===== src/rtl/apb3_requester_pkg.sv =====
// apb3_requester_pkg: shared FSM state type and the per-beat address/data pattern helpers
// for the APB3 requester sequencer.
package apb3_requester_pkg;

    typedef enum logic [1:0] {IDLE, SETUP, ACCESS} apb3_state_e;

    localparam logic [31:0] PatternXor = 32'hA5A5_0000;

    function automatic logic [31:0] beat_pattern(input logic [15:0] index, input logic [15:0] beat);
        return {index, beat} ^ PatternXor;
    endfunction

    // Byte address of a beat; wraps modulo 2^32 here, callers truncate to their bus width.
    function automatic logic [31:0] beat_addr(input logic [31:0] base, input logic [31:0] index,
                                              input logic [15:0] beat, input int b2b);
        return base + ((index * 32'(b2b) + 32'(beat)) << 2);
    endfunction

endpackage


===== src/rtl/apb3_read_checker.sv =====
// apb3_read_checker: completion side of the requester; captures read beats, checks them
// against the beat pattern and keeps the saturating error count.
module apb3_read_checker
    import apb3_requester_pkg::*;
(
    input  logic        clk,
    input  logic        resetn,
    input  logic        beat_done,
    input  logic        is_read,
    input  logic        pslverr,
    input  logic        timeout_evt,
    input  logic [15:0] index_lo,
    input  logic [15:0] beat,
    input  logic [31:0] prdata,
    output logic        rdata_valid,
    output logic [31:0] rdata,
    output logic [15:0] error_count
);

    logic        rdata_valid_q, rdata_valid_d;
    logic [31:0] rdata_q, rdata_d;
    logic [15:0] err_q, err_d;
    logic        mismatch, bump;

    // A slave error and a data mismatch on the same beat count as one event.
    always_comb begin
        mismatch      = is_read && (prdata != beat_pattern(index_lo, beat));
        bump          = timeout_evt || (beat_done && (pslverr || mismatch));
        rdata_valid_d = beat_done && is_read;
        rdata_d       = rdata_valid_d ? prdata : rdata_q;
        err_d         = (bump && err_q != 16'hFFFF) ? err_q + 16'd1 : err_q;
    end

    always_ff @(posedge clk or negedge resetn) begin
        if (!resetn) begin
            rdata_valid_q <= 1'b0;
            rdata_q       <= '0;
            err_q         <= '0;
        end else begin
            rdata_valid_q <= rdata_valid_d;
            rdata_q       <= rdata_d;
            err_q         <= err_d;
        end
    end

    assign rdata_valid = rdata_valid_q;
    assign rdata       = rdata_q;
    assign error_count = err_q;

endmodule


===== src/rtl/apb3_requester_sequencer.sv =====
// apb3_requester_sequencer: turns each start pulse into a burst of APB3 transfers with a fixed
// data pattern, and reports errors, timeouts and starts that arrive while busy.
module apb3_requester_sequencer
    import apb3_requester_pkg::*;
#(
    parameter int                      AddressWidth  = 20,
    parameter logic [AddressWidth-1:0] BaseAddress   = '0,
    parameter int                      Back2BackNum  = 2,
    parameter int                      TimeoutCycles = 16
) (
    input  logic                    clk,
    input  logic                    resetn,
    input  logic                    start_transaction,
    input  logic                    write_mode,
    input  logic [31:0]             index,
    output logic [AddressWidth-1:0] paddr,
    output logic                    psel,
    output logic                    penable,
    output logic                    pwrite,
    output logic [31:0]             pwdata,
    input  logic [31:0]             prdata,
    input  logic                    pready,
    input  logic                    pslverr,
    output logic                    busy,
    output logic                    rdata_valid,
    output logic [31:0]             rdata,
    output logic [15:0]             error_count,
    output logic                    timeout,
    output logic                    overrun
);

    localparam logic [15:0] LastBeat = 16'(Back2BackNum - 1);
    localparam logic [31:0] LastWait = 32'(TimeoutCycles - 1);

    apb3_state_e             state_q, state_d;
    logic [15:0]             beat_q, beat_d;
    logic [31:0]             wait_q, wait_d;
    logic [31:0]             idx_q, idx_d;
    logic                    wmode_q, wmode_d;
    logic [AddressWidth-1:0] paddr_q, paddr_d;
    logic [31:0]             pwdata_q, pwdata_d;
    logic                    pwrite_q, pwrite_d;
    logic                    timeout_q, timeout_d;
    logic                    overrun_q, overrun_d;
    logic                    beat_done, tmo_evt;

    always_ff @(posedge clk or negedge resetn) begin
        if (!resetn) begin
            state_q   <= IDLE;
            beat_q    <= '0;
            wait_q    <= '0;
            idx_q     <= '0;
            wmode_q   <= 1'b0;
            paddr_q   <= '0;
            pwdata_q  <= '0;
            pwrite_q  <= 1'b0;
            timeout_q <= 1'b0;
            overrun_q <= 1'b0;
        end else begin
            state_q   <= state_d;
            beat_q    <= beat_d;
            wait_q    <= wait_d;
            idx_q     <= idx_d;
            wmode_q   <= wmode_d;
            paddr_q   <= paddr_d;
            pwdata_q  <= pwdata_d;
            pwrite_q  <= pwrite_d;
            timeout_q <= timeout_d;
            overrun_q <= overrun_d;
        end
    end

    always_comb begin
        state_d   = state_q;
        beat_d    = beat_q;
        wait_d    = wait_q;
        idx_d     = idx_q;
        wmode_d   = wmode_q;
        beat_done = 1'b0;
        tmo_evt   = 1'b0;
        unique case (state_q)
            IDLE: if (start_transaction) begin
                state_d = SETUP;
                beat_d  = '0;
                wait_d  = '0;
                idx_d   = index;
                wmode_d = write_mode;
            end
            SETUP: state_d = ACCESS;
            ACCESS: if (pready) begin
                beat_done = 1'b1;
                wait_d    = '0;
                state_d   = (beat_q < LastBeat) ? SETUP : IDLE;
                beat_d    = (beat_q < LastBeat) ? beat_q + 16'd1 : '0;
            end else if (wait_q == LastWait) begin
                tmo_evt = 1'b1;
                state_d = IDLE;
                beat_d  = '0;
                wait_d  = '0;
            end else begin
                wait_d = wait_q + 32'd1;
            end
            default: state_d = IDLE;
        endcase
    end

    // Bus fields are computed from the next beat so they are already valid in SETUP.
    always_comb begin
        paddr_d   = (state_d != IDLE) ? AddressWidth'(beat_addr(32'(BaseAddress), idx_d, beat_d, Back2BackNum)) : '0;
        pwrite_d  = (state_d != IDLE) && wmode_d;
        pwdata_d  = pwrite_d ? beat_pattern(idx_d[15:0], beat_d) : '0;
        timeout_d = timeout_q | tmo_evt;
        overrun_d = overrun_q | (start_transaction && state_q != IDLE);
    end

    apb3_read_checker u_checker (
        .clk         (clk),
        .resetn      (resetn),
        .beat_done   (beat_done),
        .is_read     (!wmode_q),
        .pslverr     (pslverr),
        .timeout_evt (tmo_evt),
        .index_lo    (idx_q[15:0]),
        .beat        (beat_q),
        .prdata      (prdata),
        .rdata_valid (rdata_valid),
        .rdata       (rdata),
        .error_count (error_count)
    );

    assign paddr   = paddr_q;
    assign psel    = (state_q != IDLE);
    assign penable = (state_q == ACCESS);
    assign pwrite  = pwrite_q;
    assign pwdata  = pwdata_q;
    assign busy    = (state_q != IDLE);
    assign timeout = timeout_q;
    assign overrun = overrun_q;

endmodule


===== config.mk =====
export PLATFORM = sky130hd
export DESIGN_NAME = apb3_requester_sequencer
export DESIGN_NICKNAME = d
export VERILOG_FILES = /design/src/rtl/apb3_requester_pkg.sv /design/src/rtl/apb3_read_checker.sv /design/src/rtl/apb3_requester_sequencer.sv
export SDC_FILE = /design/constraint.sdc
export NUM_CORES = 1
export LEC_CHECK = 0
export ABC_AREA = 0
export CAP_MARGIN = 40
export CORE_UTILIZATION = 38
export CTS_CLUSTER_DIAMETER = 120
export DETAILED_ROUTE_END_ITERATION = 7
export GPL_ROUTABILITY_DRIVEN = 0
export GPL_TIMING_DRIVEN = 0
export PLACE_DENSITY = 0.67
export SLEW_MARGIN = 5
export SYNTH_ARGS = -nofsm -noshare
export SYNTH_HDL_FRONTEND = slang
export SYNTH_SLANG_ARGS = --single-unit

===== constraint.sdc =====
create_clock -name clk -period 11.25 [get_ports clk]
set_clock_uncertainty 0.2 [all_clocks]
set_input_delay 1.6875 -clock clk [delete_from_list [all_inputs] [get_ports clk]]
set_output_delay 1.6875 -clock clk [all_outputs]
set_load 0.02 [all_outputs]

### After elaboration in Yosys (flattened, before gate mapping)

Index checks and enable logic that the tools add are counted.

| operators by class | value |
|---|---|
| add/sub/neg operators | 4 |
| magnitude comparators | 1 |
| eq/ne operators | 6 |
| muxes and demuxes | 25 |
| bitwise gates (word level) | 4 |
| reduce and logical (&&, ||, !) cells | 14 |

Operator list:

| cell | count |
|---|---|
| 32-bit two-way mux | 4 |
| 16-bit two-way mux | 4 |
| 32-bit one-hot mux with 2 select lines | 1 |
| 31-bit two-way mux | 2 |
| 16-bit by 1-bit adder with 16-bit output, second input constant | 2 |
| 32-bit by 1-bit adder with 32-bit output, second input constant | 1 |
| 32-bit by 4-bit equality test with 1-bit output, second input constant | 1 |
| 32-bit != test | 1 |
| 16-bit one-hot mux with 2 select lines | 1 |
| 20-bit two-way mux | 1 |
| 18-bit by 16-bit adder with 18-bit output | 1 |
| 16-bit by 1-bit < comparator with 1-bit output, second input constant | 1 |
| 16-bit != test, second input constant | 1 |
| 8-bit inverter | 2 |
| 1-bit two-way mux | 8 |
| 1-bit logical AND | 6 |
| 2-bit two-way mux | 3 |
| 2-bit one-hot mux with 3 select lines | 1 |
| 2-bit nonzero test | 3 |
| 2-bit by 1-bit equality test with 1-bit output, second input constant | 1 |
| 2-bit equality test, second input constant | 1 |
| 2-bit zero test | 1 |
| 1-bit logical OR | 2 |
| 2-bit != test, second input constant | 1 |
| 3 further kinds | 4 |

| storage, ports and cells | value |
|---|---|
| register bits after elaboration | 186 |
| input port bits | 70 |
| output and inout bits | 107 |
| word-level logic and storage cells | 67 |

### Longest topological paths before layout

Gate-level depths: netlist of the first run.

| depth | value |
|---|---|
| depth after elaboration | 7 |
| depth in mapped cells | 17 |
| depth with buffers taken out | 17 |

### Cells and area by module

A second synthesis of the first run with hierarchy kept.

| second synthesis, totals | value |
|---|---|
| cells, all modules | 681 |
| area, all modules | 7877.6 um^2 |

By module, submodules not included:

| module | times used | cells an instance | area each (um^2) | seq. area each (um^2) |
|---|---|---|---|---|
| apb3_requester_sequencer | 1 | 495 | 5481.5 | 3027.9 |
| apb3_read_checker | 1 | 186 | 2396.0 | 1226.2 |

### Worst setup path after synthesis of the first run

No wires, ideal clock.

| timing path | value |
|---|---|
| kind | input-to-reg |
| start | input port start_transaction |
| end | register paddr_q[17], in the netlist paddr[17] |
| library setup time | 132 ps |
| data arrival time | 4402 ps |
| data required time | 10918 ps |
| slack | 6515 ps |
| stages on the path | 15 |
| path buffers | 2 |
| path through | inv_1 -> nor2_1 -> buf_2 -> buf_2 -> mux2_2 -> ha_1 -> fa_1 -> a211oi_1 -> nor2_1 -> o211ai_1 -> a31oi_1 -> nor2_1 -> o21ai_0 -> xor2_1 -> nor2b_1 |

| between the ends | value |
|---|---|
| cells in the longest elaborated chain, start to end | 4 |

Ends and longest elaborated chain:

| element | RTL line | source |
|---|---|---|
| from (decl) | apb3_requester_sequencer.sv:13 | `input logic start_transaction,` |
| 31-bit two-way mux | apb3_requester_sequencer.sv:82 | `IDLE: if (start_transaction) begin` |
| 31-bit two-way mux | apb3_requester_sequencer.sv:81 | `unique case (state_q)` |
| net idx_d[0] | apb3_requester_sequencer.sv:38 | `logic [31:0] idx_q, idx_d;` |
| 18-bit by 16-bit adder with 18-bit output | apb3_requester_pkg.sv:16 | `return base + ((index * 32'(b2b) + 32'(beat)) << 2);` |
| 20-bit two-way mux | apb3_requester_sequencer.sv:109 | `paddr_d = (state_d != IDLE) ? AddressWidth'(beat_addr(32'(BaseAddress), idx_d, beat_d, Back2BackNum)) : '0;` |
| net paddr_d[17] | apb3_requester_sequencer.sv:40 | `logic [AddressWidth-1:0] paddr_q, paddr_d;` |
| to (signal assigned) | apb3_requester_sequencer.sv:65 | `paddr_q <= paddr_d;` |
| to (decl) | apb3_requester_sequencer.sv:40 |  |

The timed path passes the listed nets, and every way through them passes these cells.
A chain may end at the register's enable or synchronous reset.

### Worst setup path after layout of the first run

Ends and elaborated chain as after synthesis.

==> results.json, run 1 <==
{
  "avgSynthCellArea_um2": 11.51,
  "drv.max_cap_violation_count": 0,
  "tritoncts_num_sinks": 170,
  "post_route_cells_drive_above_1_share_pct": 11.87,
  "critical_path.max_stage_delay_ns": 0.56,
  "number_of_hold_slack_violations_in_the_final_timing_report": 0,
  "synth-main-ff-cell": "sky130_fd_sc_hd__dfrtp_1",
  "crit_path_cell_trace": "clkdlybuf4s50_1, inv_1, nor2_1, buf_2, buf_2, mux2_2, ha_1, fa_1, a211oi_1, nor2_1, o211ai_1, a31oi_1, nor2_1, o21ai_0, xor2_1, nor2b_1",
  "drtIter0Drc": 357,
  "post-synth-top-count-cell": "sky130_fd_sc_hd__dfrtp_1",
  "routed-via-count": 5374,
  "clockRootBuffer": "sky130_fd_sc_hd__clkbuf_16",
  "maxClockFrequency_mhz": 183.3,
  "drv_slew": 0,
  "critical-path-top-delay-family": "buffers and inverters",
  "p_leak_nw": 4.598,
  "synth_edf_count": 0,
  "maximum_vdd_ir_drop_v": 0.0001154,
  "yosys.area.top_type_share_pct": 56.08,
  "cts_max_path_buffers": 2,
  "final-setup-viol-count": 0,
  "antenna_diode_count": 0,
  "grt_pass1_vias": 5303,
  "critical_path.max_fanout": 10,
  "crit_path_end_kind": "flip-flop",
  "startpoint": "start_transaction",
  "synth-warning-count": 0,
  "drc_viols": 0,
  "grt_max_degree": 99,
  "drt_first_pass_iters": 4,
  "rsz0062_at_grt": "no",
  "cts.repair.resized": 0,
  "power_w": 0.002465,
  "core.rowCount": 51,
  "route.detailed.wl_per_inst_um": 16.88,
  "slowest_stage": "sky130_fd_sc_hd__clkdlybuf4s50_1",
  "worst_hold_path_type": "reg -> reg",
  "hold_buffers": 0,
  "grt_pass1_wl_um": 29390,
  "worstSetupPathType": "in -> reg",
  "finalCriticalPeriod_ns": 5.455,
  "design.die.area_um2": 20530,
  "tightest_slew_ns": 0.7229,
  "critPathLaunchType": "input pin",
  "grtUsageTotal_pct": 19.49,
  "r2r-start": "wait_q[0]$_DFFE_PN0P_",
  "cts-htree-levels": 4,
  "cp_data_arrival_time_ns": 5.55,
  "die_h_um": 143.3,
  "routed_via_density": 4.815,
  "insertion_delay_ns": 0.43,
  "area.growth.synth_to_final_pct": 34.08,
  "setup_total_negative_slack_ns": 0,
  "grt_antenna_before_repair": 0,
  "synth_async_sr_flop_share_pct": 100.0,
  "cts_inserted_buffers": 17,
  "drt_antenna_net_count": 0,
  "cts_setup_buffers": 0,
  "routed_wirelength_um": 18840,
  "final_net_count": 930,
  "cp_data_required_time_ns": 11.35,
  "hp-start": "timeout$_DFF_PN0_",
  "fp.dieW_um": 143.3,
  "postSynthCellCount": 659,
  "synth.cells.most_frequent": "sky130_fd_sc_hd__dfrtp_1 (170), sky130_fd_sc_hd__nor2_1 (71), sky130_fd_sc_hd__mux2_2 (52)",
  "max-slew-margin-rel_pct": 51.81,
  "mapped_cell_area_um2": 7586,
  "cp_num_buf_inv": 4,
  "io-pin-count": 177,
  "grt_overflow_total": 0,
  "run_status": "completed",
  "synth.yosys.seq_area_share_pct": 56.08,
  "cts_tree": "done",
  "synth_cell_type_count": 46,
  "netlist.top_cell.by_area": "sky130_fd_sc_hd__dfrtp_1",
  "synth-seq-cells": 170,
  "register_clock_pin_slew_on_the_reported_worst_setup_and_hold_paths_ns": 0.06,
  "synth.top_cells.by_area": "sky130_fd_sc_hd__dfrtp_1 (56%), sky130_fd_sc_hd__mux2_2 (7.7%), sky130_fd_sc_hd__xor2_1 (5.5%)",
  "numPortBuffers": 159,
  "initial_utilization_pct": 38.85,
  "cellPowerDensity_nw_per_um2": 242.4,
  "half_perimeter_wire_length_after_detailed_placement_um": 14010,
  "critical_path.most_common_cell": "sky130_fd_sc_hd__nor2_1",
  "placeableCoreArea_um2": 19530,
  "final_worst_path_period_share_pct": 48.49
}
-- power breakdown --
part	switching, W	total, W	internal [W]
clock network	0.000230	0.000628	0.000398
registers	0.000104	0.000881	0.000777
logic	0.000509	0.000956	0.000447
total	0.000843	0.00247	0.00162
-- state kept, by name, indices dropped and copies added, names as in the netlist --
register,cells
pwdata,32
u_checker.rdata,32
wait_q,32
paddr,18
idx_q,17
beat_q,16
u_checker.error_count,16
state_q,2
overrun,1
pwrite,1
timeout,1
u_checker.rdata_valid,1
wmode_q,1
-- final timing paths --
path | endpoint | slack [ns] | cells after the start
max | paddr[17]$_DFF_PN0_ | 5.80 | 16
max reg2reg | paddr[17]$_DFF_PN0_ | 6.59 | 17
min in group asynchronous | u_checker.error_count[4]$_DFFE_PN0P_ | 1.08 | 1
min reg2reg | timeout$_DFF_PN0_ | 0.27 | 1
min | timeout$_DFF_PN0_ | 0.27 | 1
max in group asynchronous | paddr[12]$_DFF_PN0_ | 8.96 | 2
-- area by class of cell --
type	count	area, um2
plain buffers	19	107.6
clock buffers	23	457.9
clock inverters	8	167.7
fillers	1769	9355
inverters	9	33.78
multi-input cells	462	3194
flip-flops and latches	170	4254
well taps	265	331.6
repair buffers	160	1624
-- through the flow --
step           utilization, %  worst slack (ns)  hold slack, ns  instances  area (um2)
6_report                52.09             5.795          0.2685       1116       10170
5_1_grt                 52.09             5.516          0.2939       1116       10170
4_1_cts                 52.09             5.834          0.2775       1116       10170
3_5_place_dp            48.89             5.403          0.2570       1085        9545
3_3_place_gp            48.72             1.251          0.2490       1084        9513
2_1_floorplan               -             6.515          0.2622        660        7590
-- per-layer routing --
layer	routed length (um)	vias up	global-route usage (%)
li1	-	2627	-
met1	9061	2613	26.87
met2	8509	117	30.04
met3	986	17	5.032
met4	285	0	6.047
met5	0	-	0
-- cells by family after synthesis --
| logic type | share of synthesized area, % |
|---|---|
| AO/OA/AOI/OAI | 5.080 |
| XOR/XNOR | 9.236 |
| adder cells (fa/ha/maj) | 3.563 |
| buffers and inverters | 1.864 |
| flip-flops | 56.08 |
| multiplexers | 7.851 |
| other | 0.04943 |
| AND/OR/NAND/NOR | 16.28 |
-- placed cells by master, fill, tap and decap left out, types with 7 or more instances in the layout --
| master | count |
|---|---|
| sky130_fd_sc_hd__nor4_1 | 18 |
| sky130_fd_sc_hd__xnor2_1 | 32 |
| sky130_fd_sc_hd__and3_1 | 26 |
| sky130_fd_sc_hd__clkbuf_1 | 13 |
| sky130_fd_sc_hd__nand4_1 | 16 |
| sky130_fd_sc_hd__ha_1 | 20 |
| sky130_fd_sc_hd__nor2b_1 | 7 |
| sky130_fd_sc_hd__clkdlybuf4s50_1 | 158 |
| sky130_fd_sc_hd__a21oi_1 | 16 |
| sky130_fd_sc_hd__nand2_1 | 32 |
| sky130_fd_sc_hd__nand3_1 | 22 |
| sky130_fd_sc_hd__mux2_2 | 52 |
| sky130_fd_sc_hd__nor3_1 | 9 |
| sky130_fd_sc_hd__nor2_1 | 71 |
| sky130_fd_sc_hd__clkbuf_16 | 17 |
| sky130_fd_sc_hd__xor2_1 | 48 |
| sky130_fd_sc_hd__dfrtp_1 | 170 |
| sky130_fd_sc_hd__and2_1 | 26 |
| sky130_fd_sc_hd__o21ai_0 | 24 |
| sky130_fd_sc_hd__inv_1 | 8 |
-- worst reg2reg max path: stages, from the launching register on --
cell                       delay [ns]
sky130_fd_sc_hd__dfrtp_1         0.39
sky130_fd_sc_hd__ha_1            0.20
sky130_fd_sc_hd__and3_1          0.28
sky130_fd_sc_hd__nand4_1         0.22
sky130_fd_sc_hd__nor2_2          0.23
sky130_fd_sc_hd__nor3_2          0.13
sky130_fd_sc_hd__nor2_1          0.53
sky130_fd_sc_hd__o21ai_0         0.31
sky130_fd_sc_hd__ha_1            0.28
sky130_fd_sc_hd__fa_1            0.42
sky130_fd_sc_hd__a211oi_1        0.24
sky130_fd_sc_hd__nor2_1          0.12
sky130_fd_sc_hd__o211ai_1        0.29
sky130_fd_sc_hd__a31oi_1         0.13
sky130_fd_sc_hd__nor2_1          0.17
sky130_fd_sc_hd__o21ai_0         0.12
sky130_fd_sc_hd__xor2_1          0.15
sky130_fd_sc_hd__nor2b_1         0.13
Power figures use the tool's default switching activity.
==> run 2: changes to the inputs <==
--- a/config.mk
+++ b/config.mk
@@ -12,7 +12,7 @@
 export DETAILED_ROUTE_END_ITERATION = 7
 export GPL_ROUTABILITY_DRIVEN = 0
 export GPL_TIMING_DRIVEN = 0
-export PLACE_DENSITY = 0.67
+export PLACE_DENSITY = 0.69
 export SLEW_MARGIN = 5
 export SYNTH_ARGS = -nofsm -noshare
 export SYNTH_HDL_FRONTEND = slang
==> constraint.sdc (replaced) <==
create_clock -name clk -period 4.7 [get_ports clk]
set_clock_uncertainty 0.2 [all_clocks]
set_input_delay 0.705 -clock clk [delete_from_list [all_inputs] [get_ports clk]]
set_output_delay 0.705 -clock clk [all_outputs]
set_load 0.02 [all_outputs]
==> run 2 against run 1 <==
Global-route usage grew 0.14 points. Via count grew 2.0%. Cell area is essentially flat. Combinational power grew 140%. Register-to-register slack lost 6.2 ns. Total power grew 140%. Sequential cell count is the same. Die area is the same.
==> results.json, run 2 (synthesized netlist as in run 1, its figures left out) <==
{
  "post_route_cells_drive_above_1_share_pct": 12.31,
  "routed_via_density": 4.903,
  "cp_num_buf_inv": 4,
  "fp.dieW_um": 143.3,
  "cts_max_path_buffers": 2,
  "run_status": "completed",
  "placeableCoreArea_um2": 19530,
  "p_leak_nw": 4.579,
  "cp_data_required_time_ns": 4.80,
  "critical_path.max_stage_delay_ns": 0.54,
  "max-slew-margin-rel_pct": 44.03,
  "critical-path-top-delay-family": "buffers and inverters",
  "switching_share_pct": 35.13,
  "design.die.area_um2": 20530,
  "p_int_w": 0.003781,
  "cts-htree-levels": 4,
  "final_worst_path_period_share_pct": 93.55,
  "die_h_um": 143.3,
  "critical_path.max_fanout": 10,
  "layout.cells.most_common": "sky130_fd_sc_hd__dfrtp_1",
  "worstSetupPathType": "in -> reg",
  "routed_wirelength_um": 19140,
  "grt_pass1_wl_um": 29840,
  "final-setup-viol-count": 0,
  "area.growth.synth_to_final_pct": 34.01,
  "fill_cells": 1730,
  "slowest_stage": "sky130_fd_sc_hd__clkdlybuf4s50_1",
  "insertion_delay_ns": 0.43,
  "grt_overflow_total": 0,
  "cts_setup_buffers": 0,
  "numPortBuffers": 159,
  "critPathLaunchType": "input pin",
  "power_frac_comb_pct": 39.5,
  "drv_slew": 0,
  "worstHoldPathCells": 1,
  "grt_pass1_vias": 5465,
  "r2r_cells": 16,
  "half_perimeter_wire_length_after_detailed_placement_um": 14170,
  "antenna_diode_count": 0,
  "net_sw_power_w": 0.002048,
  "rsz0062_at_grt": "no",
  "grt_antenna_before_repair": 0,
  "power_w": 0.005829,
  "drv.max_cap_violation_count": 0,
  "drtIter0Drc": 359,
  "cts_tree": "done",
  "finalCriticalPeriod_ns": 4.397,
  "register_clock_pin_slew_on_the_reported_worst_setup_and_hold_paths_ns": 0.07,
  "route.detailed.wl_per_inst_um": 17.12,
  "clockRootBuffer": "sky130_fd_sc_hd__clkbuf_16",
  "seq_power_share_pct": 36.0,
  "crit_path_cell_trace": "clkdlybuf4s50_1, inv_1, nor2_1, buf_2, buf_2, mux2_2, ha_1, fa_1, a211oi_1, nor2_1, o211ai_1, a31oi_1, nor2_1, o21ai_0, xor2_1, nor2b_1",
  "tritoncts_num_sinks": 170,
  "cp_data_arrival_time_ns": 4.49,
  "tightest_slew_ns": 0.8308,
  "drc_viols": 0,
  "crit_path_end_kind": "flip-flop",
  "most-common-layout-cells": "sky130_fd_sc_hd__dfrtp_1 (170), sky130_fd_sc_hd__clkdlybuf4s50_1 (158), sky130_fd_sc_hd__nor2_1 (70), sky130_fd_sc_hd__mux2_2 (52), sky130_fd_sc_hd__xor2_1 (48)",
  "cp.depth": 16,
  "routed-via-count": 5481,
  "final_net_count": 931,
  "core.rowCount": 51,
  "drt_first_pass_iters": 4,
  "grt_max_degree": 117,
  "ff_latch_area_um2": 4254,
  "clockPowerShare_pct": 24.4,
  "critical_path.most_common_cell": "sky130_fd_sc_hd__nor2_1",
  "cts_inserted_buffers": 17,
  "finalCoreUtilization_pct": 52.06,
  "cellPowerDensity_nw_per_um2": 573.4,
  "io-pin-count": 177,
  "drt_antenna_net_count": 0,
  "worst_hold_path_type": "reg -> reg",
  "maxClockFrequency_mhz": 227.4,
  "multi_input_comb_area_um2": 3208,
  "maximum_vdd_ir_drop_v": 0.0002832,
  "number_of_hold_slack_violations_in_the_final_timing_report": 0,
  "initial_utilization_pct": 38.85,
  "grtUsageTotal_pct": 19.63
}
run 2: cell types whose count changed in the layout (fill, tap and decap cells not counted):
cell	delta
sky130_fd_sc_hd__nor2_1	-1
sky130_fd_sc_hd__o21ai_0	-1
sky130_fd_sc_hd__nor3_2	-1
sky130_fd_sc_hd__clkinv_4	+1
sky130_fd_sc_hd__dlygate4sd3_1	+1
sky130_fd_sc_hd__nor2_4	+1
sky130_fd_sc_hd__nor3_4	+1
sky130_fd_sc_hd__clkbuf_1	-2
sky130_fd_sc_hd__bufinv_16	-2
sky130_fd_sc_hd__clkinvlp_4	+4
sky130_fd_sc_hd__o21ai_1	+1
run 2: timing repair:
item                                    CTS  global route
endpoints found under the setup margin    0             7
hold buffers                              1             0
endpoints found under the hold margin     6             0
gates resized for setup                   0             4
run 2: worst paths after layout:
kind | startpoint | to | slack (ns)
max | start_transaction | paddr[17]$_DFF_PN0_ | 0.30
min | overrun$_DFF_PN0_ | overrun$_DFF_PN0_ | 0.26
max reg2reg | wait_q[0]$_DFFE_PN0P_ | paddr[14]$_DFF_PN0_ | 0.40
min reg2reg | overrun$_DFF_PN0_ | overrun$_DFF_PN0_ | 0.26
max in group asynchronous | resetn | pwdata[26]$_DFF_PN0_ | 2.83
min in group asynchronous | resetn | u_checker.error_count[4]$_DFFE_PN0P_ | 0.58
run 2: final cells by class:
class | instances | area share [%]
Sequential cell | 170 | 41.85
Multi-Input combinational cell | 462 | 31.56
Timing Repair Buffer | 161 | 16.07
Clock buffer | 21 | 4.431
Tap cell | 265 | 3.262
Clock inverter | 11 | 1.440
Buffer | 19 | 1.058
Inverter | 9 | 0.3323
run 2: worst reg2reg max path: stages (launching register included):
cell and delay (ns):
sky130_fd_sc_hd__dfrtp_1 0.39, sky130_fd_sc_hd__ha_1 0.19, sky130_fd_sc_hd__and3_1 0.27, sky130_fd_sc_hd__nand4_1 0.23, sky130_fd_sc_hd__o21ai_1 0.27, sky130_fd_sc_hd__nand2_1 0.20
sky130_fd_sc_hd__clkbuf_1 0.26, sky130_fd_sc_hd__and2_1 0.26, sky130_fd_sc_hd__ha_1 0.38, sky130_fd_sc_hd__a211oi_1 0.25, sky130_fd_sc_hd__a21oi_1 0.16, sky130_fd_sc_hd__o211a_1 0.25
sky130_fd_sc_hd__o21a_1 0.19, sky130_fd_sc_hd__a31oi_1 0.23, sky130_fd_sc_hd__nor2b_1 0.19, sky130_fd_sc_hd__xor2_1 0.19, sky130_fd_sc_hd__nor2_1 0.06
run 2: routing by layer:
metal  wire length, um  global-route usage (%)
met5                 0                       0
met4               502                   7.391
met3               929                   4.065
met2              8547                   30.24
met1              9156                   27.22
run 2: stage by stage:
step           hold WS [ns]  setup slack (ns)  cells  TNS [ns]  instance area, um2
3_5_place_dp         0.2495           -0.1816   1085   -0.5571                9545
4_1_cts              0.2653            0.1239   1118         0               10150
2_1_floorplan        0.2094            0.8969    660         0                7590
6_report             0.2582            0.3033   1118         0               10170
5_1_grt              0.2987           0.01969   1118         0               10170
3_3_place_gp         0.2569            -4.314   1084   -731.08                9513
run 2: power by group through the flow:
stage | clock network, W | logic, W | registers (W)
2_1_floorplan | 0 | 0.000937 | 0.00243
3_5_place_dp | 0 | 0.00230 | 0.00212
5_1_grt | 0.00152 | 0.00249 | 0.00215
6_report | 0.00142 | 0.00231 | 0.00210
3_3_place_gp | 0 | 0.00228 | 0.00212
4_1_cts | 0.00145 | 0.00232 | 0.00210
==> run 3: changes to the inputs <==
--- a/config.mk
+++ b/config.mk
@@ -8,10 +8,12 @@
 export ABC_AREA = 0
 export CAP_MARGIN = 40
 export CORE_UTILIZATION = 38
+export CTS_BUF_LIST = sky130_fd_sc_hd__clkbuf_4
 export CTS_CLUSTER_DIAMETER = 120
 export DETAILED_ROUTE_END_ITERATION = 7
 export GPL_ROUTABILITY_DRIVEN = 0
 export GPL_TIMING_DRIVEN = 0
+export MAX_ROUTING_LAYER = met4
 export PLACE_DENSITY = 0.69
 export SLEW_MARGIN = 5
 export SYNTH_ARGS = -nofsm -noshare
==> run 3 against run 2 <==
Cell area decreased by 2.9%. Critical path depth unchanged. Total power down 9.5%. Register-to-register slack barely moved. Highest routed layer unchanged. Final cell count about the same. Count of clock-buffer cells in the layout is 1 lower. Fmax grew 2.0%. Routed wire length is 1.3% lower. Worst setup slack improved by 0.088 ns. Core utilization down 1.5 points.
==> results.json, run 3 (synthesized netlist as in run 1, its figures left out) <==
{
  "grt_pass1_wl_um": 29500,
  "finalCoreUtilization_pct": 50.56,
  "crit_path_end_kind": "flip-flop",
  "whs_endpoint": "overrun$_DFF_PN0_",
  "final_worst_path_period_share_pct": 91.67,
  "rsz0062_at_grt": "no",
  "worstHoldPathCells": 1,
  "grt_antenna_before_repair": 1,
  "r2r-start": "wait_q[0]$_DFFE_PN0P_",
  "power_w": 0.005275,
  "half_perimeter_wire_length_after_detailed_placement_um": 14170,
  "routed_wirelength_um": 18880,
  "drtIter0Drc": 387,
  "max-slew-margin-rel_pct": 50.00,
  "area.growth.synth_to_final_pct": 30.13,
  "core.rowCount": 51,
  "cts_max_path_buffers": 2,
  "highest_routed_metal_layer": "met4",
  "number_of_hold_slack_violations_in_the_final_timing_report": 0,
  "numPortBuffers": 159,
  "post-place-ws_ns": -0.1816,
  "route.detailed.wl_per_inst_um": 16.87,
  "grt_max_degree": 117,
  "insertion_delay_ns": 0.57,
  "finalCriticalPeriod_ns": 4.308,
  "layout.cells.most_common": "sky130_fd_sc_hd__dfrtp_1",
  "grt_pass1_vias": 5456,
  "initial_utilization_pct": 38.85,
  "grtUsageTotal_pct": 19.97,
  "p_leak_nw": 4.453,
  "layoutNonFillerInstCount": 1119,
  "most-common-layout-cells": "sky130_fd_sc_hd__dfrtp_1 (170), sky130_fd_sc_hd__clkdlybuf4s50_1 (158), sky130_fd_sc_hd__nor2_1 (70), sky130_fd_sc_hd__mux2_2 (52), sky130_fd_sc_hd__xor2_1 (48)",
  "worstSetupPathType": "reg -> reg",
  "cellPowerDensity_nw_per_um2": 534.4,
  "tightest_slew_ns": 0.7421,
  "final-setup-viol-count": 0,
  "cts_setup_buffers": 0,
  "maximum_vdd_ir_drop_v": 0.0002525,
  "drt_antenna_net_count": 0,
  "cts_inserted_buffers": 17,
  "drv_slew": 0,
  "drc_viols": 0,
  "clockRootBuffer": "sky130_fd_sc_hd__clkbuf_4",
  "hp-start": "overrun$_DFF_PN0_",
  "post_route_cells_drive_above_1_share_pct": 12.54,
  "cts-htree-levels": 4,
  "r2r_cells": 16,
  "routed_via_density": 4.869,
  "fp.dieW_um": 143.3,
  "met1_length_um": 9176,
  "cts_tree": "done",
  "worst_hold_slack_ns": 0.2781,
  "placeableCoreArea_um2": 19530,
  "routed-wl-met3_um": 729,
  "maxClockFrequency_mhz": 232.1,
  "cp_data_required_time_ns": 4.94,
  "run_status": "completed",
  "cp_data_arrival_time_ns": 4.55,
  "tritoncts_num_sinks": 170,
  "wl_met2_um": 8534,
  "drv.max_cap_violation_count": 0,
  "critPathLaunchType": "flip-flop",
  "io-pin-count": 177,
  "register_clock_pin_slew_on_the_reported_worst_setup_and_hold_paths_ns": 0.14,
  "setup.reg_to_reg.worst_slack_ns": 0.39,
  "critical_path.max_fanout": 10,
  "drt_first_pass_iters": 4,
  "worst_hold_path_type": "reg -> reg",
  "crit-reg2reg-capture": "paddr[14]$_DFF_PN0_",
  "design.die.area_um2": 20530,
  "dp_cells": 1085,
  "setup_ws_ns": 0.3916,
  "routed-via-count": 5448,
  "grt_overflow_total": 0,
  "die_h_um": 143.3,
  "final_net_count": 931
}
-- run 3: cell count changes in the layout (fill, tap and decap cells not counted), sizes merged --
cell / before / now
clkinv: 3 / 4
diode: 0 / 1
clkbuf: 29 / 28
-- run 3: report_power, final --
group          internal, W  switching [W]
Combinational      0.00107        0.00122
Clock             0.000383       0.000501
Sequential         0.00185       0.000241
Total              0.00331        0.00197
-- run 3: metal layers --
| metal | vias to the layer above | GRT usage, % |
|---|---|---|
| met1 | 2661 | 26.99 |
| met5 | - | - |
| met4 | 0 | 8.399 |
| li1 | 2630 | - |
| met3 | 23 | 3.199 |
| met2 | 134 | 29.86 |
-- run 3: critical path, stage by stage, from the launching register on --
cell and delay, ns:
sky130_fd_sc_hd__dfrtp_1 0.41, sky130_fd_sc_hd__ha_1 0.19, sky130_fd_sc_hd__and3_1 0.27, sky130_fd_sc_hd__nand4_1 0.23, sky130_fd_sc_hd__o21ai_1 0.26, sky130_fd_sc_hd__nand2_1 0.20, sky130_fd_sc_hd__clkbuf_1 0.27, sky130_fd_sc_hd__and2_1 0.26
sky130_fd_sc_hd__ha_1 0.38, sky130_fd_sc_hd__a211oi_1 0.25, sky130_fd_sc_hd__a21oi_1 0.15, sky130_fd_sc_hd__o211a_1 0.25, sky130_fd_sc_hd__o21a_1 0.19, sky130_fd_sc_hd__a31oi_1 0.23, sky130_fd_sc_hd__nor2b_1 0.19, sky130_fd_sc_hd__xor2_1 0.19
sky130_fd_sc_hd__nor2_1 0.06
-- run 3: through the flow --
stage                     cell area (um2)  setup TNS, ns
after floorplan                      7590              0
after global placement               9513        -731.08
after detailed placement             9545        -0.5571
after CTS                            9856              0
after global routing                 9872              0
final                                9872              0
-- run 3: how the worst max path moves through the flow --
stage / start / end / slack [ns] / cells after the start
floorplan: state_q[1]$_DFF_PN0_ / paddr[17]$_DFF_PN0_ / 0.90 / 15
global placement: resetn / paddr[18]$_DFF_PN0_ / -4.31 / 1
detailed placement: start_transaction / paddr[17]$_DFF_PN0_ / -0.18 / 16
CTS: wait_q[0]$_DFFE_PN0P_ / paddr[17]$_DFF_PN0_ / 0.12 / 17
global route: wait_q[0]$_DFFE_PN0P_ / paddr[14]$_DFF_PN0_ / 0.09 / 16
finish: wait_q[0]$_DFFE_PN0P_ / paddr[14]$_DFF_PN0_ / 0.39 / 16
-- run 3: final cells by class --
cell class / instances / area (um2)
Fill cell: 1770 / 9654
Sequential cell: 170 / 4254
Multi-Input combinational cell: 462 / 3208
Timing Repair Buffer: 161 / 1634
Tap cell: 265 / 331.6
Clock buffer: 20 / 150.1
Clock inverter: 12 / 150.1
Buffer: 19 / 107.6
Inverter: 9 / 33.78
Antenna cell: 1 / 2.502
-- run 3: timing repair --
action	CTS	global route
resized for setup	0	4
hold buffers	1	0
endpoints found under the setup margin	0	7
hold endpoints to repair	54	0
